$ cat config.mk
export PLATFORM = sky130hd
export DESIGN_NAME = des_key_sched_ctrl_flat
export DESIGN_NICKNAME = d
export VERILOG_FILES = /design/src/rtl/des_key_sched_ctrl_if.sv /design/src/rtl/des_key_sched_ctrl.sv /design/src/flat_wrapper.sv
export SDC_FILE = /design/constraint.sdc
export NUM_CORES = 1
export LEC_CHECK = 0
export CAP_MARGIN = 20
export CORE_MARGIN = 2
export CORE_UTILIZATION = 56
export DETAILED_ROUTE_END_ITERATION = 8
export GPL_TIMING_DRIVEN = 0
export PLACE_DENSITY_LB_ADDON = 0.2
export RECOVER_POWER = 100
export SYNTH_ARGS = -nofsm -noshare
export SYNTH_HDL_FRONTEND = slang
export SYNTH_SLANG_ARGS = --single-unit
$ cat constraint.sdc
create_clock -name clk -period 1.9 [get_ports clk]
set_input_delay 0.285 -clock clk [delete_from_list [all_inputs] [get_ports clk]]
set_output_delay 0.285 -clock clk [all_outputs]
set_load 0.01 [all_outputs]
$ cat src/rtl/des_key_sched_ctrl_if.sv
// Key-in / subkey-out bundle between the DES key-schedule sequencer, its key source and the Feistel consumer.
interface des_key_sched_ctrl_if;
    logic        start;
    logic        decrypt;
    logic [1:64] key;
    logic        sk_ready;
    logic        sk_valid;
    logic [1:48] subkey;
    logic [3:0]  sk_round;
    logic        busy;
    logic        done;
    logic        parity_err;

    modport master (
        output start, decrypt, key, sk_ready,
        input  sk_valid, subkey, sk_round, busy, done, parity_err
    );

    modport slave (
        input  start, decrypt, key, sk_ready,
        output sk_valid, subkey, sk_round, busy, done, parity_err
    );
endinterface

$ cat src/rtl/des_key_sched_ctrl.sv
// DES key-schedule sequencer: one 56-bit C||D register rotated per round, one PC-2 on its output.
// Optional key byte odd-parity rejection is enabled by defining DES_KEY_PARITY_CHECK_EN.
//
// state | meaning
// IDLE  | waiting for start; key/decrypt sampled here
// RUN   | subkey cnt_q presented; advances on each sk_valid && sk_ready
// DONE  | one-cycle done pulse after the 16th transfer
module des_key_sched_ctrl (
    input  logic                 clk,
    input  logic                 rst_n,
    des_key_sched_ctrl_if.slave  sk_if
);

    localparam logic [1:0] ST_IDLE = 2'd0;
    localparam logic [1:0] ST_RUN  = 2'd1;
    localparam logic [1:0] ST_DONE = 2'd2;

    logic [1:0]  state_q, state_d;
    logic [1:56] cd_q, cd_d;
    logic [3:0]  cnt_q, cnt_d;
    logic        dir_q, dir_d;
    logic        perr_d;
    logic        sk_valid_q, busy_q, done_q, parity_err_q;

    logic [1:64] k;
    logic [1:56] key_pc1;
    logic        key_bad;
    logic        single_shift;

    function automatic logic [1:56] rot_left(input logic [1:56] v, input logic two);
        logic [1:28] c;
        logic [1:28] d;
        c = v[1:28];
        d = v[29:56];
        if (two)
            return {c[3:28], c[1:2], d[3:28], d[1:2]};
        else
            return {c[2:28], c[1], d[2:28], d[1]};
    endfunction

    function automatic logic [1:56] rot_right(input logic [1:56] v, input logic two);
        logic [1:28] c;
        logic [1:28] d;
        c = v[1:28];
        d = v[29:56];
        if (two)
            return {c[27:28], c[1:26], d[27:28], d[1:26]};
        else
            return {c[28], c[1:27], d[28], d[1:27]};
    endfunction

    assign k = sk_if.key;

    assign key_pc1 = {
        k[57], k[49], k[41], k[33], k[25], k[17], k[9],
        k[1],  k[58], k[50], k[42], k[34], k[26], k[18],
        k[10], k[2],  k[59], k[51], k[43], k[35], k[27],
        k[19], k[11], k[3],  k[60], k[52], k[44], k[36],
        k[63], k[55], k[47], k[39], k[31], k[23], k[15],
        k[7],  k[62], k[54], k[46], k[38], k[30], k[22],
        k[14], k[6],  k[61], k[53], k[45], k[37], k[29],
        k[21], k[13], k[5],  k[28], k[20], k[12], k[4]
    };

`ifdef DES_KEY_PARITY_CHECK_EN
    assign key_bad = ~(^k[1:8])   | ~(^k[9:16])  | ~(^k[17:24]) | ~(^k[25:32]) |
                     ~(^k[33:40]) | ~(^k[41:48]) | ~(^k[49:56]) | ~(^k[57:64]);
`else
    logic parity_bits_unused;
    assign parity_bits_unused = ^{k[8], k[16], k[24], k[32], k[40], k[48], k[56], k[64]};
    assign key_bad = 1'b0;
`endif

    // shift[cnt+2] (encrypt) and shift[16-cnt] (decrypt) are both 1 exactly at cnt 0, 7, 14
    assign single_shift = (cnt_q == 4'd0) || (cnt_q == 4'd7) || (cnt_q == 4'd14);

    always_comb begin
        state_d = state_q;
        cd_d    = cd_q;
        cnt_d   = cnt_q;
        dir_d   = dir_q;
        perr_d  = 1'b0;
        case (state_q)
            ST_IDLE: begin
                if (sk_if.start) begin
                    if (key_bad) begin
                        perr_d = 1'b1;
                    end else begin
                        state_d = ST_RUN;
                        // decrypt starts at C16D16, which equals C0D0
                        cd_d    = sk_if.decrypt ? key_pc1 : rot_left(key_pc1, 1'b0);
                        dir_d   = sk_if.decrypt;
                        cnt_d   = 4'd0;
                    end
                end
            end
            ST_RUN: begin
                if (sk_valid_q && sk_if.sk_ready) begin
                    if (cnt_q == 4'd15) begin
                        state_d = ST_DONE;
                        cnt_d   = 4'd0;
                    end else begin
                        cd_d  = dir_q ? rot_right(cd_q, ~single_shift)
                                      : rot_left(cd_q, ~single_shift);
                        cnt_d = cnt_q + 4'd1;
                    end
                end
            end
            ST_DONE: begin
                state_d = ST_IDLE;
            end
            default: begin
                state_d = ST_IDLE;
            end
        endcase
    end

    always_ff @(posedge clk or negedge rst_n) begin
        if (!rst_n) begin
            state_q      <= ST_IDLE;
            cd_q         <= '0;
            cnt_q        <= 4'd0;
            dir_q        <= 1'b0;
            sk_valid_q   <= 1'b0;
            busy_q       <= 1'b0;
            done_q       <= 1'b0;
            parity_err_q <= 1'b0;
        end else begin
            state_q      <= state_d;
            cd_q         <= cd_d;
            cnt_q        <= cnt_d;
            dir_q        <= dir_d;
            sk_valid_q   <= (state_d == ST_RUN);
            busy_q       <= (state_d != ST_IDLE);
            done_q       <= (state_d == ST_DONE);
            parity_err_q <= perr_d;
        end
    end

    assign sk_if.subkey = {
        cd_q[14], cd_q[17], cd_q[11], cd_q[24], cd_q[1],  cd_q[5],
        cd_q[3],  cd_q[28], cd_q[15], cd_q[6],  cd_q[21], cd_q[10],
        cd_q[23], cd_q[19], cd_q[12], cd_q[4],  cd_q[26], cd_q[8],
        cd_q[16], cd_q[7],  cd_q[27], cd_q[20], cd_q[13], cd_q[2],
        cd_q[41], cd_q[52], cd_q[31], cd_q[37], cd_q[47], cd_q[55],
        cd_q[30], cd_q[40], cd_q[51], cd_q[45], cd_q[33], cd_q[48],
        cd_q[44], cd_q[49], cd_q[39], cd_q[56], cd_q[34], cd_q[53],
        cd_q[46], cd_q[42], cd_q[50], cd_q[36], cd_q[29], cd_q[32]
    };

    assign sk_if.sk_valid   = sk_valid_q;
    assign sk_if.sk_round   = cnt_q;
    assign sk_if.busy       = busy_q;
    assign sk_if.done       = done_q;
    assign sk_if.parity_err = parity_err_q;

endmodule

$ cat src/flat_wrapper.sv
// flat-port wrapper written by rule: the top's interface ports become plain ports
module des_key_sched_ctrl_flat 
  (clk, rst_n, sk_if_start, sk_if_decrypt, sk_if_key, sk_if_sk_ready, sk_if_sk_valid, sk_if_subkey, sk_if_sk_round, sk_if_busy, sk_if_done, sk_if_parity_err);
  des_key_sched_ctrl_if sk_if_i ();
  input  logic clk;
  input  logic rst_n;
  input wire logic [$bits(sk_if_i.start)-1:0] sk_if_start;
  input wire logic [$bits(sk_if_i.decrypt)-1:0] sk_if_decrypt;
  input wire logic [$bits(sk_if_i.key)-1:0] sk_if_key;
  input wire logic [$bits(sk_if_i.sk_ready)-1:0] sk_if_sk_ready;
  output wire logic [$bits(sk_if_i.sk_valid)-1:0] sk_if_sk_valid;
  output wire logic [$bits(sk_if_i.subkey)-1:0] sk_if_subkey;
  output wire logic [$bits(sk_if_i.sk_round)-1:0] sk_if_sk_round;
  output wire logic [$bits(sk_if_i.busy)-1:0] sk_if_busy;
  output wire logic [$bits(sk_if_i.done)-1:0] sk_if_done;
  output wire logic [$bits(sk_if_i.parity_err)-1:0] sk_if_parity_err;
  assign sk_if_i.start = sk_if_start;
  assign sk_if_i.decrypt = sk_if_decrypt;
  assign sk_if_i.key = sk_if_key;
  assign sk_if_i.sk_ready = sk_if_sk_ready;
  assign sk_if_sk_valid = sk_if_i.sk_valid;
  assign sk_if_subkey = sk_if_i.subkey;
  assign sk_if_sk_round = sk_if_i.sk_round;
  assign sk_if_busy = sk_if_i.busy;
  assign sk_if_done = sk_if_i.done;
  assign sk_if_parity_err = sk_if_i.parity_err;
  des_key_sched_ctrl u_core (.clk(clk), .rst_n(rst_n), .sk_if(sk_if_i));
endmodule
==> results.md <==
- Status: complete, but fails checks
- Failing checks: capacitance limit, slew limit, setup timing
- Area growth, synth to finish: 29.88%
- Clk_lat worst skew: around 0.36 ns
- FMAX: a little over 0.5 GHz
- Pin count of the biggest net entering global routing: 67
- CTS Root Cell: clkbuf_16
- Final hold violation count: 0
- CP Launch Point: u_core.sk_if.sk_round[0]$_DFFE_PN0P_
- Crit-path cells: inv_2 -> ha_1 -> a21boi_2 -> buf_6 -> clkbuf_4 -> a32oi_1 -> nand4_1 -> o311ai_1
- Synth Area in XOR/XNOR: 0
- CP Capture Type: register
- CTS H-tree depth: 3
- Critical Path Start Type: register
- Vias in the first global route: roughly 7700
- Vias: a little under 8000
- Detailed Route WL: 24.40 mm
- Max FO, Critical Path: 10
- Synth unique cells: 35
- Final min period: around 1.9 ns
- Worst Path Buf+Inv: 3
- Share of layout cells above drive strength 1: 0.2148
- Antenna Cells: 0
- Pins Over Slew Limit: 67
- M1 GR Usage: 0.4199
- Launching point of the worst reg2reg path: u_core.sk_if.sk_round[0]$_DFFE_PN0P_
- Register area share after synthesis: 0.2182
- Share of total power in combinational logic: 0.707
- Hpwl dp: ~17 mm
- Maxcap violations: 1
- Compound-cell area share of the yosys netlist: 0.1410
- Place WS: -0.4200 ns
- Die X: approximately 120 um
- Synth Area per Inst: roughly 9 um2
- Most frequent cells in the layout: mux2i_1 (223), clkdlybuf4s50_1 (113), nand2_1 (84)
- Reg2reg setup slack: -0.04 ns
- Psw: 0.008668 W
- End point of the critical path: u_core.cd_q[52]$_DFFE_PN0P_
- Crit-path slowest cell: dfrtp_2
- Net count after synthesis: between 900 and 1000
- Synth top area share: 0.2962
- Number of cells produced by synthesis: 865
- Gr busiest metal: met2
- Sw Share: 0.4692
- Remaining antenna violation count after routing: 0
- Synthesis-stage register bit count: 66
- Ys async rst share: 1.000
- Setup slack after layout: -0.03553 ns
- Post-CTS Hold Buffers: 0
- CTS Buf Count: 9
- CTS tree: yes
- Longest Clk Path Bufs: 2
- GR Util met3: 0.04764
- Synth area leader: mux2i_1
- Leading cell type in the layout, fill and taps excluded: mux2i_1
- Worst r2r dst: u_core.cd_q[52]$_DFFE_PN0P_
- Worst Reg2Reg Path Length in Cells: 8
- # DRC: 0
- DR WL/cell: around 21 um
- WP data arrival: between 2 and 2.5 ns
- Clk_skew: roughly 0.013 ns
- Initial Util: 0.5716
- Final-report setup violation count: 7
- Final Cycle Share: 1.019
- Drt first pass iters: 7
- Worst slew margin: -0.1733
- Type of the most critical hold path: in -> async
- RSZ-0062 raised after global routing: true
- First-pass GRT wire length: ~38 mm
- Global-route usage over all layers: 0.3263
- Tightest Pin Transition: between 1.5 and 2 ns
- GRT Residual Overflow: 0
- Lkg Pwr: 4.122 nW
- Nets: ~1100
- Crit path kind: reg -> reg
- Pwr dens: about 1900 nW/um2
- Post-Synth Simple-Gate Area: 0.2175
- Die span in y: about 120 um
- Synthesized-area fraction occupied by adder cells: 0.004959
- CP Depth: 8
- Top Ports: ~130
- Met2 Use GR: 0.5323
- Post-synth EDFFs: 0
- Ranking of synthesized cells by area: mux2i_1 (30%), dfrtp_1 (22%), a32oi_1 (6.5%)
- Clock sinks: 66
- Core footprint: roughly 13000 um2
- Internal Power: 0.009804 W
- Main combinational cell family by area after synthesis: multiplexers
- Clock transition at the registers of the reported paths: roughly 0.07 ns
- CP top delay family: buffers and inverters
- DIE AREA: ~14000 um2
- IO buf count: around 110
- VDD IR-drop max: a little under 1 mV
- Rows: 42
- Hold_ws: around 0.35 ns
- Crit-path max cell delay: between 0.4 and 0.5 ns
- Worst endpoint required time: ~2.1 ns
- Initial antenna violation count: 0
- Total power: 0.01847 W
- Routability cong.: 0.9519
- Prevailing post-synth register cell: dfrtp_1
- Clk network pwr share: 0.100
- Yosys warning total: 0
- Seq pwr share: 0.193
- Mux share of post-synthesis cell area: 0.3015
- Vias/cell: just under 7
- DRT iter0 DRCs: 917
- Synthesized cell area: 7570 um2
## cells in the mapped netlist, types with 29 or more instances
cell      instances
nor3_1           57
o311ai_1         55
nand4_1          56
nand2_1          84
clkbuf_1         42
mux2i_1         224
buf_4            58
buf_2            32
nand2b_1         29
dfrtp_1          66
a32oi_1          56
nor3b_1          57
## worst register-to-register path: cells and delay by family (launching register included)
family	cells	cell delay, ns
buffers and inverters	3	0.53
AO/OA/AOI/OAI	3	0.47
flip-flops	1	0.43
adder cells (fa/ha/maj)	1	0.23
AND/OR/NAND/NOR	1	0.12
## through the flow
stage / setup TNS, ns / util / area (um2) / instances
finish: -0.07317 / 0.7424 / 9832 / 1177
global route: -1.629 / 0.7424 / 9832 / 1177
CTS: 0 / 0.7089 / 9388 / 1174
detailed placement: -18.50 / 0.6742 / 8929 / 1155
global placement: -132.13 / 0.6744 / 8931 / 1155
floorplan: 0 / - / 7570 / 865
## cell families after synthesis
group / after synthesis
DFF: 66
adders and majority gates: 3
other: 1
buffers and inverters: 146
and+or+nand+nor: 298
AOI/OAI and AO/OA: 124
muxes: 227
## worst min path at each step
stage,from,end,slack [ns],cells after the start
final,rst_n,u_core.cd_q[9]$_DFFE_PN0P_,0.35,1
after global routing,rst_n,u_core.cd_q[9]$_DFFE_PN0P_,0.55,1
after CTS,rst_n,u_core.dir_q$_DFFE_PN0P_,0.08,1
after detailed placement,rst_n,u_core.cd_q[9]$_DFFE_PN0P_,0.46,1
after global placement,u_core.state_q[1]$_DFF_PN0_,u_core.sk_if.busy$_DFF_PN0_,0.53,1
after floorplan,rst_n,u_core.cd_q[10]$_DFFE_PN0P_,-0.01,0
## power groups by stage
stage / logic (W) / registers [W] / clock network [W]
2_1_floorplan: 0.00882 / 0.00295 / 0
3_3_place_gp: 0.0115 / 0.00339 / 0
3_5_place_dp: 0.0117 / 0.00339 / 0
4_1_cts: 0.0120 / 0.00339 / 0.00186
5_1_grt: 0.0139 / 0.00363 / 0.00192
6_report: 0.0131 / 0.00356 / 0.00185
## registers in the layout (all words and copies together) (netlist names)
register / count
u_core.cd_q: 56
u_core.sk_if.sk_round: 4
u_core.state_q: 2
u_core.dir_q: 1
u_core.sk_if.busy: 1
u_core.sk_if.done: 1
u_core.sk_if.sk_valid: 1
## cell type report
class                   instances  area (um2)
inverters                       3       11.26
well taps                     176       220.2
repair buffers                120        1189
multi-input cells             653        5395
fillers                      1028        3411
clock buffers                   9       225.2
clock inverters                 7       93.84
plain buffers                 143        1039
flip-flops and latches         66        1659
## timing repair
item | in CTS | in global routing
pin swaps | 1 | 8
resized for setup | 42 | 118
setup endpoints to repair | 56 | 58
setup buffers | 3 | 3
hold endpoints to repair | 0 | 0
gates cloned | 0 | 0
## metal layers
metal / share of wire / vias to the layer above
li1: - / 3575
met2: 0.48 / 472
met1: 0.41 / 3806
met4: 0.029 / 0
met5: 0 / -
met3: 0.080 / 70
Note: power is estimated with default switching activity, not from simulation.
